==> src/rtl/button_event_decoder_pkg.sv <==
// rtl/button_event_decoder_pkg.sv - shared state and event encodings for the button event decoder
package button_event_decoder_pkg;

  typedef enum logic [2:0] {
    IDLE,
    PRESS1,
    WAIT_GAP,
    PRESS2,
    LONG_HOLD
  } state_t;

  // Compact event code so downstream logic can mux one event field instead of four pulses
  typedef enum logic [1:0] {
    CLICK = 2'd0,
    DBL   = 2'd1,
    LONG  = 2'd2,
    RPT   = 2'd3
  } event_t;

endpackage

==> src/rtl/button_event_decoder.sv <==
// rtl/button_event_decoder.sv - classifies a debounced button level into click/double/long/repeat pulses
module button_event_decoder
  import button_event_decoder_pkg::*;
#(
  parameter int CNT_W         = 32,
  parameter int LONG_CYCLES   = 50000000,
  parameter int GAP_CYCLES    = 15000000,
  parameter int REPEAT_CYCLES = 10000000
) (
  input  logic clk,
  input  logic rst_n,
  input  logic btn_level,
  output logic click,
  output logic dbl_click,
  output logic long_press,
  output logic repeat_tick,
  output logic busy
);

  localparam logic [CNT_W-1:0] LONG_TC = CNT_W'(LONG_CYCLES - 1);
  localparam logic [CNT_W-1:0] GAP_TC  = CNT_W'(GAP_CYCLES - 1);
  localparam logic [CNT_W-1:0] RPT_TC  = CNT_W'(REPEAT_CYCLES - 1);

  localparam bit PARAMS_OK = (LONG_CYCLES >= 2) && (GAP_CYCLES >= 2) && (REPEAT_CYCLES >= 2)
                          && ((64'(LONG_CYCLES) >> CNT_W) == 64'd0)
                          && ((64'(GAP_CYCLES) >> CNT_W) == 64'd0)
                          && ((64'(REPEAT_CYCLES) >> CNT_W) == 64'd0);

  state_t           state, state_nxt;
  logic [CNT_W-1:0] cnt, cnt_nxt;
  logic             ev_vld;
  event_t           ev_code;

  always_ff @(posedge clk or negedge rst_n) begin
    if (!rst_n) begin
      state       <= IDLE;
      cnt         <= '0;
      click       <= 1'b0;
      dbl_click   <= 1'b0;
      long_press  <= 1'b0;
      repeat_tick <= 1'b0;
      busy        <= 1'b0;
    end else begin
      state       <= state_nxt;
      cnt         <= cnt_nxt;
      click       <= ev_vld && (ev_code == CLICK);
      dbl_click   <= ev_vld && (ev_code == DBL);
      long_press  <= ev_vld && (ev_code == LONG);
      repeat_tick <= ev_vld && (ev_code == RPT);
      busy        <= (state_nxt != IDLE);
    end
  end

  // Every state exits or reloads at its terminal count, so cnt never wraps
  always_comb begin
    state_nxt = state;
    cnt_nxt   = cnt;
    ev_vld    = 1'b0;
    ev_code   = CLICK;
    case (state)
      IDLE: begin
        cnt_nxt = '0;
        if (btn_level) state_nxt = PRESS1;
      end
      PRESS1: begin
        if (!btn_level) begin
          state_nxt = WAIT_GAP;
          cnt_nxt   = '0;
        end else if (cnt == LONG_TC) begin
          state_nxt = LONG_HOLD;
          cnt_nxt   = '0;
          ev_vld    = 1'b1;
          ev_code   = LONG;
        end else begin
          cnt_nxt = cnt + 1'b1;
        end
      end
      LONG_HOLD: begin
        if (!btn_level) begin
          state_nxt = IDLE;
          cnt_nxt   = '0;
        end else if (cnt == RPT_TC) begin
          cnt_nxt = '0;
          ev_vld  = 1'b1;
          ev_code = RPT;
        end else begin
          cnt_nxt = cnt + 1'b1;
        end
      end
      WAIT_GAP: begin
        // A press on the timeout edge still becomes the second press
        if (btn_level) begin
          state_nxt = PRESS2;
          cnt_nxt   = '0;
        end else if (cnt == GAP_TC) begin
          state_nxt = IDLE;
          cnt_nxt   = '0;
          ev_vld    = 1'b1;
          ev_code   = CLICK;
        end else begin
          cnt_nxt = cnt + 1'b1;
        end
      end
      PRESS2: begin
        cnt_nxt = '0;
        if (!btn_level) begin
          state_nxt = IDLE;
          ev_vld    = 1'b1;
          ev_code   = DBL;
        end
      end
      default: begin
        state_nxt = IDLE;
        cnt_nxt   = '0;
      end
    endcase
  end

  param_legal: assert property (@(posedge clk) PARAMS_OK);

endmodule

==> config.mk <==
export PLATFORM = sky130hd
export DESIGN_NAME = button_event_decoder
export DESIGN_NICKNAME = d
export VERILOG_FILES = /design/src/rtl/button_event_decoder_pkg.sv /design/src/rtl/button_event_decoder.sv
export SDC_FILE = /design/constraint.sdc
export NUM_CORES = 1
export LEC_CHECK = 0
export ABC_AREA = 1
export ABC_CLOCK_PERIOD_IN_PS = 3000
export CAP_MARGIN = 20
export CORE_MARGIN = 1
export CORE_UTILIZATION = 55
export CTS_BUF_LIST = sky130_fd_sc_hd__clkbuf_4 sky130_fd_sc_hd__clkbuf_8
export DETAILED_ROUTE_END_ITERATION = 12
export PLACE_DENSITY = 0.72
export SETUP_SLACK_MARGIN = 0.05
export SYNTH_ARGS = -nofsm -noshare
export SYNTH_HDL_FRONTEND = slang
export SYNTH_SLANG_ARGS = --single-unit
export TNS_END_PERCENT = 100
==> constraint.sdc <==
create_clock -name clk -period 3 [get_ports clk]
set_input_delay 0.3 -clock clk [delete_from_list [all_inputs] [get_ports clk]]
set_output_delay 0.3 -clock clk [all_outputs]
set_load 0.03 [all_outputs]
After elaboration in Yosys (flattened, before gate mapping)
Cells that the tools add are included.
Word-level totals
  bits in registers: 40
  logic and storage cells: 54
Operators by class
  $add $sub $neg: 1
  eq/ne operators: 10
  muxes and demuxes: 28
  reduce and logical (&&, ||, !) cells: 8
Operators by type and width (number)
  32-bit two-way mux: 6
  32-bit one-hot mux with 3 select lines: 1
  32-bit by 24-bit equality test with 1-bit output, second input constant: 2
  32-bit by 1-bit adder with 32-bit output, second input constant: 1
  32-bit by 26-bit equality test with 1-bit output, second input constant: 1
  3-bit two-way mux: 6
  3-bit one-hot mux with 4 select lines: 1
  1-bit two-way mux: 8
  2-bit two-way mux: 4
  3-bit by 2-bit equality test with 1-bit output, second input constant: 2
  2-bit one-hot mux with 3 select lines: 1
  2-bit equality test, second input constant: 2
  1-bit logical AND: 4
  1-bit one-hot mux with 4 select lines: 1
  3-bit by 1-bit equality test with 1-bit output, second input constant: 1
  3-bit equality test, second input constant: 1
  3-bit logical NOT: 1
  3-bit nonzero test: 1
  2-bit by 1-bit equality test with 1-bit output, second input constant: 1
  2-bit logical NOT: 1
  2-bit OR reduction: 1

Longest topological paths before layout
Gate-level depths: netlist of the first run.
  depth after elaboration: 6
  depth in mapped cells: 10
  depth with buffers taken out: 10

Worst setup path before layout of the first run
No wires, ideal clock.
  kind: register to register
  start: reg cnt[0]
  end: reg cnt[13]
  arrival time: 1.391 ns
  required time: 2.887 ns
  path slack: 1.496 ns
  cell stages (with the launch flop): 11
  buffers on the path: 0
  period minus slack after synthesis: 1.504 ns
  cell sequence: dfrtp_1 > ha_1 > inv_1 > nor2_8 > nand3_4 > nor2_1 > nand2_1 > nand3_2 > nand3_4 > nand2_1 > inv_1
Between the ends
  longest elaborated chain between the ends: 4
  elaborated cells between the ends (all ways): 11
  those cells by class: add/sub: 1; eq/ne: 3; mux: 7
Ends and longest elaborated chain
  from (decl): line button_event_decoder.sv:30  | logic [CNT_W-1:0] cnt, cnt_nxt;
  from (signal assigned): line button_event_decoder.sv:45  | cnt <= cnt_nxt;
  32-bit by 1-bit adder with 32-bit output, or another cell as far along: line button_event_decoder.sv:75, button_event_decoder.sv:87, button_event_decoder.sv:101
  32-bit two-way mux, on equally long branches: line button_event_decoder.sv:95, button_event_decoder.sv:82, button_event_decoder.sv:69
  32-bit two-way mux, on equally long branches: line button_event_decoder.sv:92, button_event_decoder.sv:79, button_event_decoder.sv:66
  32-bit one-hot mux with 3 select lines *: line button_event_decoder.sv:60  | case (state)
  named net cnt_nxt[13]: line button_event_decoder.sv:30
The timed path passes the listed nets; every way through them passes the cells marked *.

Worst setup path after layout of the first run
  start: reg cnt[0]
  end: reg cnt[17]
The elaborated chain is that of the path after synthesis.

==> results of run 1 <==
==> power by group through the flow <==
| stage | Sequential, mW | Clock [mW] | Combinational (mW) |
|---|---|---|---|
| 4_1_cts | 0.555 | 0.472 | 0.118 |
| 3_3_place_gp | 0.566 | 0 | 0.115 |
| 5_1_grt | 0.556 | 0.495 | 0.128 |
| 2_1_floorplan | 0.570 | 0 | 0.0707 |
| 6_report | 0.555 | 0.464 | 0.118 |
| 3_5_place_dp | 0.566 | 0 | 0.118 |
==> cells by family after synthesis <==
| logic type | Yosys count | share of synthesized area |
|---|---|---|
| fa+ha+maj | 1 | 0.00394 |
| flops | 40 | 0.315 |
| xor+xnor | 15 | 0.0438 |
| compound gates | 9 | 0.0162 |
| buf+inv | 76 | 0.0935 |
| simple gates | 352 | 0.527 |
==> registers in the layout, summed over array words and instances (netlist names) <==
name and cells:
busy 1, click 1, cnt 32, dbl_click 1, long_press 1, repeat_tick 1
state 3
==> path summary, 6_finish.rpt <==
path,from,to,slack [ps],cells after the start
min,rst_n,cnt[16]$_DFF_PN0_,130,1
min in group clk,state[0]$_DFF_PN0_,dbl_click$_DFF_PN0_,630,2
max in group asynchronous,rst_n,cnt[11]$_DFF_PN0_,2300,1
min reg2reg,state[0]$_DFF_PN0_,dbl_click$_DFF_PN0_,630,2
max,cnt[0]$_DFF_PN0_,cnt[17]$_DFF_PN0_,1210,10
max reg2reg,cnt[0]$_DFF_PN0_,cnt[17]$_DFF_PN0_,1210,10
==> layer usage <==
metal	part of all wire	wire (um)
met1	0.44	3830
met2	0.47	4040
met3	0.055	476
met4	0.035	304
met5	0	0
==> metrics by stage <==
stage	setup WS (ps)	area (sq um)
after floorplan	1500	3170
after global placement	1010	3300
after detailed placement	950	3300
after CTS	1210	3420
after global routing	1040	3420
final	1210	3420
==> cells in the mapped netlist, drive strengths merged, types with 2 or more instances <==
| library cell | instances |
|---|---|
| a21oi | 2 |
| nand2 | 140 |
| xnor2 | 3 |
| buf | 11 |
| clkbuf | 3 |
| o21ai | 5 |
| nand3 | 59 |
| dfrtp | 40 |
| inv | 61 |
| nor3 | 7 |
| nor2 | 92 |
| xor2 | 12 |
| nand4 | 52 |
==> cell type report <==
cell class                 instances  area (sq um)
clock inverter                     3          46.3
inverter                          62           233
clock buffer                       5          68.8
sequential                        40          1000
tap                               72          90.1
multi-input combinational        377          1880
timing repair buffer              12           103
fill                             536          2120
==> flow_results.org, run 1 <==
** Clock tree
- Deepest level of the CTS H-tree :: 2
- The clock passes through at most 2 buffers.
- Sink count of the clock tree :: 40
- The number of gates resized after CTS was 0.
- The cell sitting at the root of the clock tree is a sky130_fd_sc_hd__clkbuf_8.
- TritonCTS created 5 clock buffers.
- CTS tree :: done
- Setup Buffers After CTS :: 0
- At the later pin of the worst-skew pair, clock insertion delay measures 300 ps.
- After clock tree synthesis, the clock-pin slew on the worst setup and hold paths is 90 ps.
- Buffers inserted to repair hold after CTS numbered 0.

** Critical path
- Slowest-stage cell, CP :: sky130_fd_sc_hd__dfrtp_1
- The worst setup path is launched from a register.
- Maximum fanout count along the critical path :: 10
- The worst setup path is captured at a register.
- Counting both buffers and inverters, the worst setup path holds a total of 2.
- At the worst endpoint, the required time is 3200 ps.
- Highest cell delay on the worst timing path :: 380 ps
- Crit Path Category :: reg -> reg
- Traced cell by cell, the critical path runs through ha_1 -> inv_1 -> nor2_8 -> nand3_4 -> nor2_1 -> nand2_1 -> nand3_2 -> nand3_4 -> nand2_1 -> inv_1.
- Cell class contributing the biggest share of worst-path delay :: simple AND/OR/NAND/NOR gates
- Arrival time worst endpoint :: 1990 ps

** Die
- Initial core utilization :: 0.573
- Vert. Die Dim :: 78.0 um
- I/O pin total :: 8
- The die covers 0.00608 sq mm.
- The total area inside the core boundary comes to 0.00554 sq mm.
- The floorplan has 27 rows.
- In this run the horizontal extent of the chip is 78.0 um.

** Logic synthesis
- The average instance in the mapped netlist occupies 6.44 sq um.
- When the netlist entered floorplanning its net count stood at 497.
- After synthesis the cells add up to 0.00317 sq mm.
- Main synth FF type :: sky130_fd_sc_hd__dfrtp_1
- Count of unique library cells instantiated by Yosys :: 28
- Fraction of the yosys area taken by sequential cells :: 0.315
- sky130_fd_sc_hd__dfrtp_1 takes more of the synthesized area than any other cell.
- Synth top area share :: 0.315
- Number of instances in the synthesized netlist :: 493
- The synthesized design contains 0 enable-type register cells.
- Number of synthesis warnings :: 0
- Share of synthesized registers carrying an async set or reset :: 1.00
- Cell types with the largest area share after synthesis :: sky130_fd_sc_hd__dfrtp_1 32%, sky130_fd_sc_hd__nand2_1 16%, sky130_fd_sc_hd__nand4_1 10%
- Flop and latch count out of synthesis :: 40

** Final layout
- Post-Route Utilization :: 0.617
- Net count of the finished layout :: 502
- Non-filler instance count after layout :: 571
- Leaving out fill and tap cells, the most frequent cell in the layout is sky130_fd_sc_hd__nand2_1.
- Total inserted antenna cells :: 0
- Most frequent cells in the layout :: 133 x sky130_fd_sc_hd__nand2_1, 79 x sky130_fd_sc_hd__nor2_1, 61 x sky130_fd_sc_hd__inv_1
- Synthesis-to-finish area growth :: 7.69%
- Of the cells placed in the final design, the portion with a size suffix greater than 1 is 0.0822.

** Flow run
- Maximum Capacitance Violations :: 0

** Pwr
- After layout, the design draws a total of 1.14 mW.
- The share of total power dissipated in combinational logic is 0.104.
- The analysis attributes to net switching a power of 0.311 mW.
- The share of total power dissipated in sequential elements is 0.488.
- Of the total power, the clock network draws 0.408.
- Areal power density over the cells :: 333 mW/mm^2
- Cell leakage power :: 1.59 nW
- Switching part of the total :: 0.273
- Cell-internal power :: 0.827 mW
- Worst-case vdd ir drop :: 0.000242 V

** Global routing
- Met3 Track Usage GR :: 0.0459
- Met1 routing resource usage after global routing :: 0.404
- The initial antenna violation count was 0.
- Across every metal layer, demand over resource in global routing totals 0.308.
- The via count of the first global-routing pass was 3,032.
- Maximum number of pins on one net before global-route repair :: 41
- Met2 track demand over resource :: 0.508
- Busiest layer in global routing :: met2
- Global-route wire length before repair :: 14,400 um
- For this run the aggregate overflow at the end of global routing stands at 0.

** STA
- RSZ-0062 raised after global routing :: false
- The number of max-slew violations in the final report came to 0.
- Upper clock frequency limit :: 0.559 GHz
- Setup violations remaining at the end of the flow were counted as 0.
- Of the available clock period, the critical path in the final layout requires 0.597.
- For the pin with the worst max-slew slack, the measured transition is 932 ps.
- Clock Skews :: 5.17 ps
- The final count of hold timing violations came to 0.
- Period minus WS final :: 1790 ps
- Headroom to the max-slew limit came out at 0.379.
- On the final layout, the worst hold slack is 132 ps.
- Setup Total Neg Slack :: 0 ps

** Drt
- The first detailed-routing pass took 5 iterations.
- DRC marker count from the first detailed-route iteration :: 231
- Vias per inst :: 5.75
- Final routed DRC violation total :: 0
- Once detail routing completed, the nets flagged for antenna violations numbered 0.
- After detailed routing, the average wire length per cell comes to 15.1 um.
- Total number of vias :: 3,281
- Wires add up to 8650 um.

** Placement
- Routability congestion estimate :: 0.932
- Once detailed placement completed, the half-perimeter wirelength came to 6470 um.
- Once placement completed, the tool counted placed cells totaling 563.
- Port buffering added 7 buffers.

** Hold path
- Hold/Removal Path Class :: in -> async

** Run status
- The flow ran to the end, and the final reports show no timing, DRC or antenna violations.
No activity file was read; power rests on OpenSTA's default activity.
==> run 2, diff against run 1 <==
--- a/config.mk
+++ b/config.mk
@@ -6,13 +6,13 @@
 export NUM_CORES = 1
 export LEC_CHECK = 0
 export ABC_AREA = 1
-export ABC_CLOCK_PERIOD_IN_PS = 3000
+export ABC_CLOCK_PERIOD_IN_PS = 1460
 export CAP_MARGIN = 20
 export CORE_MARGIN = 1
 export CORE_UTILIZATION = 55
 export CTS_BUF_LIST = sky130_fd_sc_hd__clkbuf_4 sky130_fd_sc_hd__clkbuf_8
 export DETAILED_ROUTE_END_ITERATION = 12
-export PLACE_DENSITY = 0.72
+export PLACE_DENSITY = 0.75
 export SETUP_SLACK_MARGIN = 0.05
 export SYNTH_ARGS = -nofsm -noshare
 export SYNTH_HDL_FRONTEND = slang
==> constraint.sdc (replaced) <==
create_clock -name clk -period 1.46 [get_ports clk]
set_input_delay 0.146 -clock clk [delete_from_list [all_inputs] [get_ports clk]]
set_output_delay 0.146 -clock clk [all_outputs]
set_load 0.03 [all_outputs]
==> flow_results.org, run 2 (synthesized netlist as in run 1, its figures left out) <==
** Critical path
- Along the worst path, the maximum fanout reaches 4.
- STA puts the critical path data arrival time at 1950 ps.
- Crit path buffers/inverters :: 3
- Crit Path Category :: reg -> reg
- At the worst endpoint, the required time is 1670 ps.
- Slowest-stage cell, CP :: sky130_fd_sc_hd__dfrtp_2
- By instance count, the cell type seen most on the critical path is sky130_fd_sc_hd__nand2_1.
- On the worst path, the slowest cell contributes a delay of 440 ps.
- In this design, the largest share of critical-path delay is due to simple AND/OR/NAND/NOR gates.
- Measured in cells, the most critical reg-to-reg path has a length of 10.
- In this run the number of cells on the critical path is 10.
- Walking the worst path, the cells encountered are buf_6 -> nand2_2 -> nor2_1 -> nand2_1 -> nor2_1 -> nand2_1 -> xor2_1 -> inv_1 -> nand2_1 -> inv_1.
- Crit path capture type :: register
- Startpoint kind of the worst setup timing path :: register

** STA
- Setup Total Neg Slack :: -6050 ps
- The final count of hold timing violations is 0.
- Post-layout worst setup margin :: -286 ps
- Subtracting the final worst setup slack from the clock period gives 1750 ps.
- Setup repair after global routing could not meet its margin everywhere.
- Worst Tran Pin Value :: 436 ps
- Clock Skews :: 6.22 ps
- In this run the tightest slew margin relative to its limit is 0.709.
- For this run, the top clock speed supported by timing is 0.573 GHz.
- The number of max-slew violations in the final report is 0.
- In the finished design, the share of the clock period the worst path needs comes to 1.20.
- Hold is met by 306 ps.
- Finish-stage setup viols :: 36

** Placement
- Summed over all nets, the half-perimeter wirelength after detailed placement is 7300 um.
- Routability congestion estimate :: 1.01
- OpenSTA, run right after detailed placement, puts the worst setup slack at -204 ps.
- Placed Cells incl. Taps :: 636
- Placed Instance Area :: 0.00395 sq mm
- During placement, the flow inserted port buffers numbering 7.

** Pwr
- Of the total power, the clock network draws 0.354.
- Dividing total power by cell area gives a power density of 497 mW/mm^2.
- In this run the static leakage power is 2.24 nW.
- Share of power burned in combinational logic :: 0.154
- Net switching power of the design :: 0.692 mW
- Worst-case vdd ir drop :: 0.000461 V
- Share of power burned in registers :: 0.492
- Cell-internal power :: 1.63 mW
- Overall power consumption after layout is estimated at 2.32 mW.
- Of the total power, the share spent switching nets is 0.298.

** Clock tree
- The clock passes through at most 2 buffers.
- TritonCTS built the clock tree.
- Sink count of the clock tree :: 40
- Clock Tree Root :: sky130_fd_sc_hd__clkbuf_8
- Clock-pin transition on the worst setup and hold timing paths :: 90 ps
- The H-tree was split into 2 levels.
- Clock insertion delay at the later pin of the skew report :: 300 ps
- In this run, CTS created clock tree buffers numbering 5.

** Die
- The floorplan has 27 rows.
- The die is 78.0 um wide.
- In this run the vertical extent of the chip is 78.0 um.
- Die area :: 0.00608 sq mm
- For this configuration, the core starts out at a cell density of 0.573.
- Core Box Area :: 0.00554 sq mm
- During I/O placement, the number of pins put on the boundary was 8.

** Final layout
- Largest reg by FF count :: cnt
- The library cells used most frequently in the layout, excluding fill and tap cells, are 99 x sky130_fd_sc_hd__nand2_1, 84 x sky130_fd_sc_hd__buf_4, 54 x sky130_fd_sc_hd__inv_1.
- Number of flip-flops in the largest register :: 32
- Post-Route Utilization :: 0.843
- Share of final-layout standard cells stronger than drive strength 1 :: 0.398
- Biggest regs :: cnt x32, state x3
- Leaving out filler cells and counting taps, the final layout contains 668.
- Most common library cell in the layout ignoring fill and taps :: sky130_fd_sc_hd__nand2_1
- The filler cells instantiated in the layout total 317.
- The repair_antennas step left the layout with diodes totalling 0.
- The net count of the finished layout is 599.
- From synthesis to final layout, the design area changed by 47.2%.
- The finished cells cover 0.00467 sq mm.

** Global routing
- For this run, global-route usage on met2 was measured as 0.653.
- Entering global routing, the biggest net connects 44 pins.
- The via count of the first global-routing pass came to 3,869.
- For met1 alone, demand over resource in global routing was 0.459.
- GR Util All Layers :: 0.381
- Met3 Track Usage GR :: 0.0553
- The first global-routing pass estimated 18,000 um of wire.
- Busiest layer in global routing :: met2
- The initial antenna violation count is 0.
- After global routing the overflow that remains totals 0.

** Run status
- Result of the run :: finished, violations left
- The checks that failed: setup timing.

** Drt
- Once detail routing completed, the nets flagged for antenna violations numbered 0.
- In the routed design, unresolved DRC markers number 0.
- The final route contains 4,300 vias.
- Vias per inst :: 6.44
- The first TritonRoute pass finished after 6 iterations.
- The final layout contains routed wiring with a total length of 12,700 um.
- DRC marker count from the first detailed-route iteration :: 617
- WL/cell :: 19.1 um

** Hold path
- Hold/Removal Path Class :: in -> async

** Flow run
- Across the run, the number of max-cap violations was 0.
-- run 2: worst reg2reg max path, stage by stage (launching register included) --
cell and delay (ps):
sky130_fd_sc_hd__dfrtp_2 440, sky130_fd_sc_hd__buf_6 130, sky130_fd_sc_hd__nand2_2 70, sky130_fd_sc_hd__nor2_1 160
sky130_fd_sc_hd__nand2_1 130, sky130_fd_sc_hd__nor2_1 180, sky130_fd_sc_hd__nand2_1 200, sky130_fd_sc_hd__xor2_1 190
sky130_fd_sc_hd__inv_1 50, sky130_fd_sc_hd__nand2_1 60, sky130_fd_sc_hd__inv_1 40
-- run 2: layer usage --
layer | wire (um) | vias up
met4 | 1080 | 0
met2 | 5710 | 402
li1 | - | 1804
met3 | 1540 | 133
met5 | 0 | -
met1 | 4410 | 1961
-- run 2: area by class of cell --
type                    instances  area [sq um]  share of cell area
clock buffers                   6          82.6              0.0177
repair buffers                108           941               0.202
inverters                      62           238              0.0509
multi-input cells             378          2290               0.491
well taps                      72          90.1              0.0193
flip-flops and latches         40          1020               0.218
clock inverters                 2          10.0             0.00214
-- run 2: repair_timing --
item                                    CTS  global route
endpoints found under the hold margin    16             0
hold buffers                              1             0
pin swaps                                37            33
cloned                                    1             0
endpoints found under the setup margin   41            38
gates resized for setup                  93            53
buffers inserted                         14             9
-- run 2: worst paths after layout --
check | from | endpoint | slack, ps
worst max-delay path | cnt[11]$_DFF_PN0_ | cnt[21]$_DFF_PN0_ | -290
worst min-delay path | rst_n | cnt[25]$_DFF_PN0_ | 310
worst max register to register | cnt[11]$_DFF_PN0_ | cnt[21]$_DFF_PN0_ | -290
worst min register to register | state[0]$_DFF_PN0_ | dbl_click$_DFF_PN0_ | 630
max in group asynchronous | rst_n | cnt[12]$_DFF_PN0_ | 660
min in group clk | btn_level | click$_DFF_PN0_ | 600
-- run 2: power groups by stage --
stage / Clock (mW) / Combinational [mW] / Sequential (mW)
finish: 0.821 / 0.357 / 1.14
global route: 0.849 / 0.377 / 1.15
CTS: 0.795 / 0.336 / 1.14
detailed placement: 0 / 0.316 / 1.16
global placement: 0 / 0.311 / 1.16
floorplan: 0 / 0.150 / 1.17
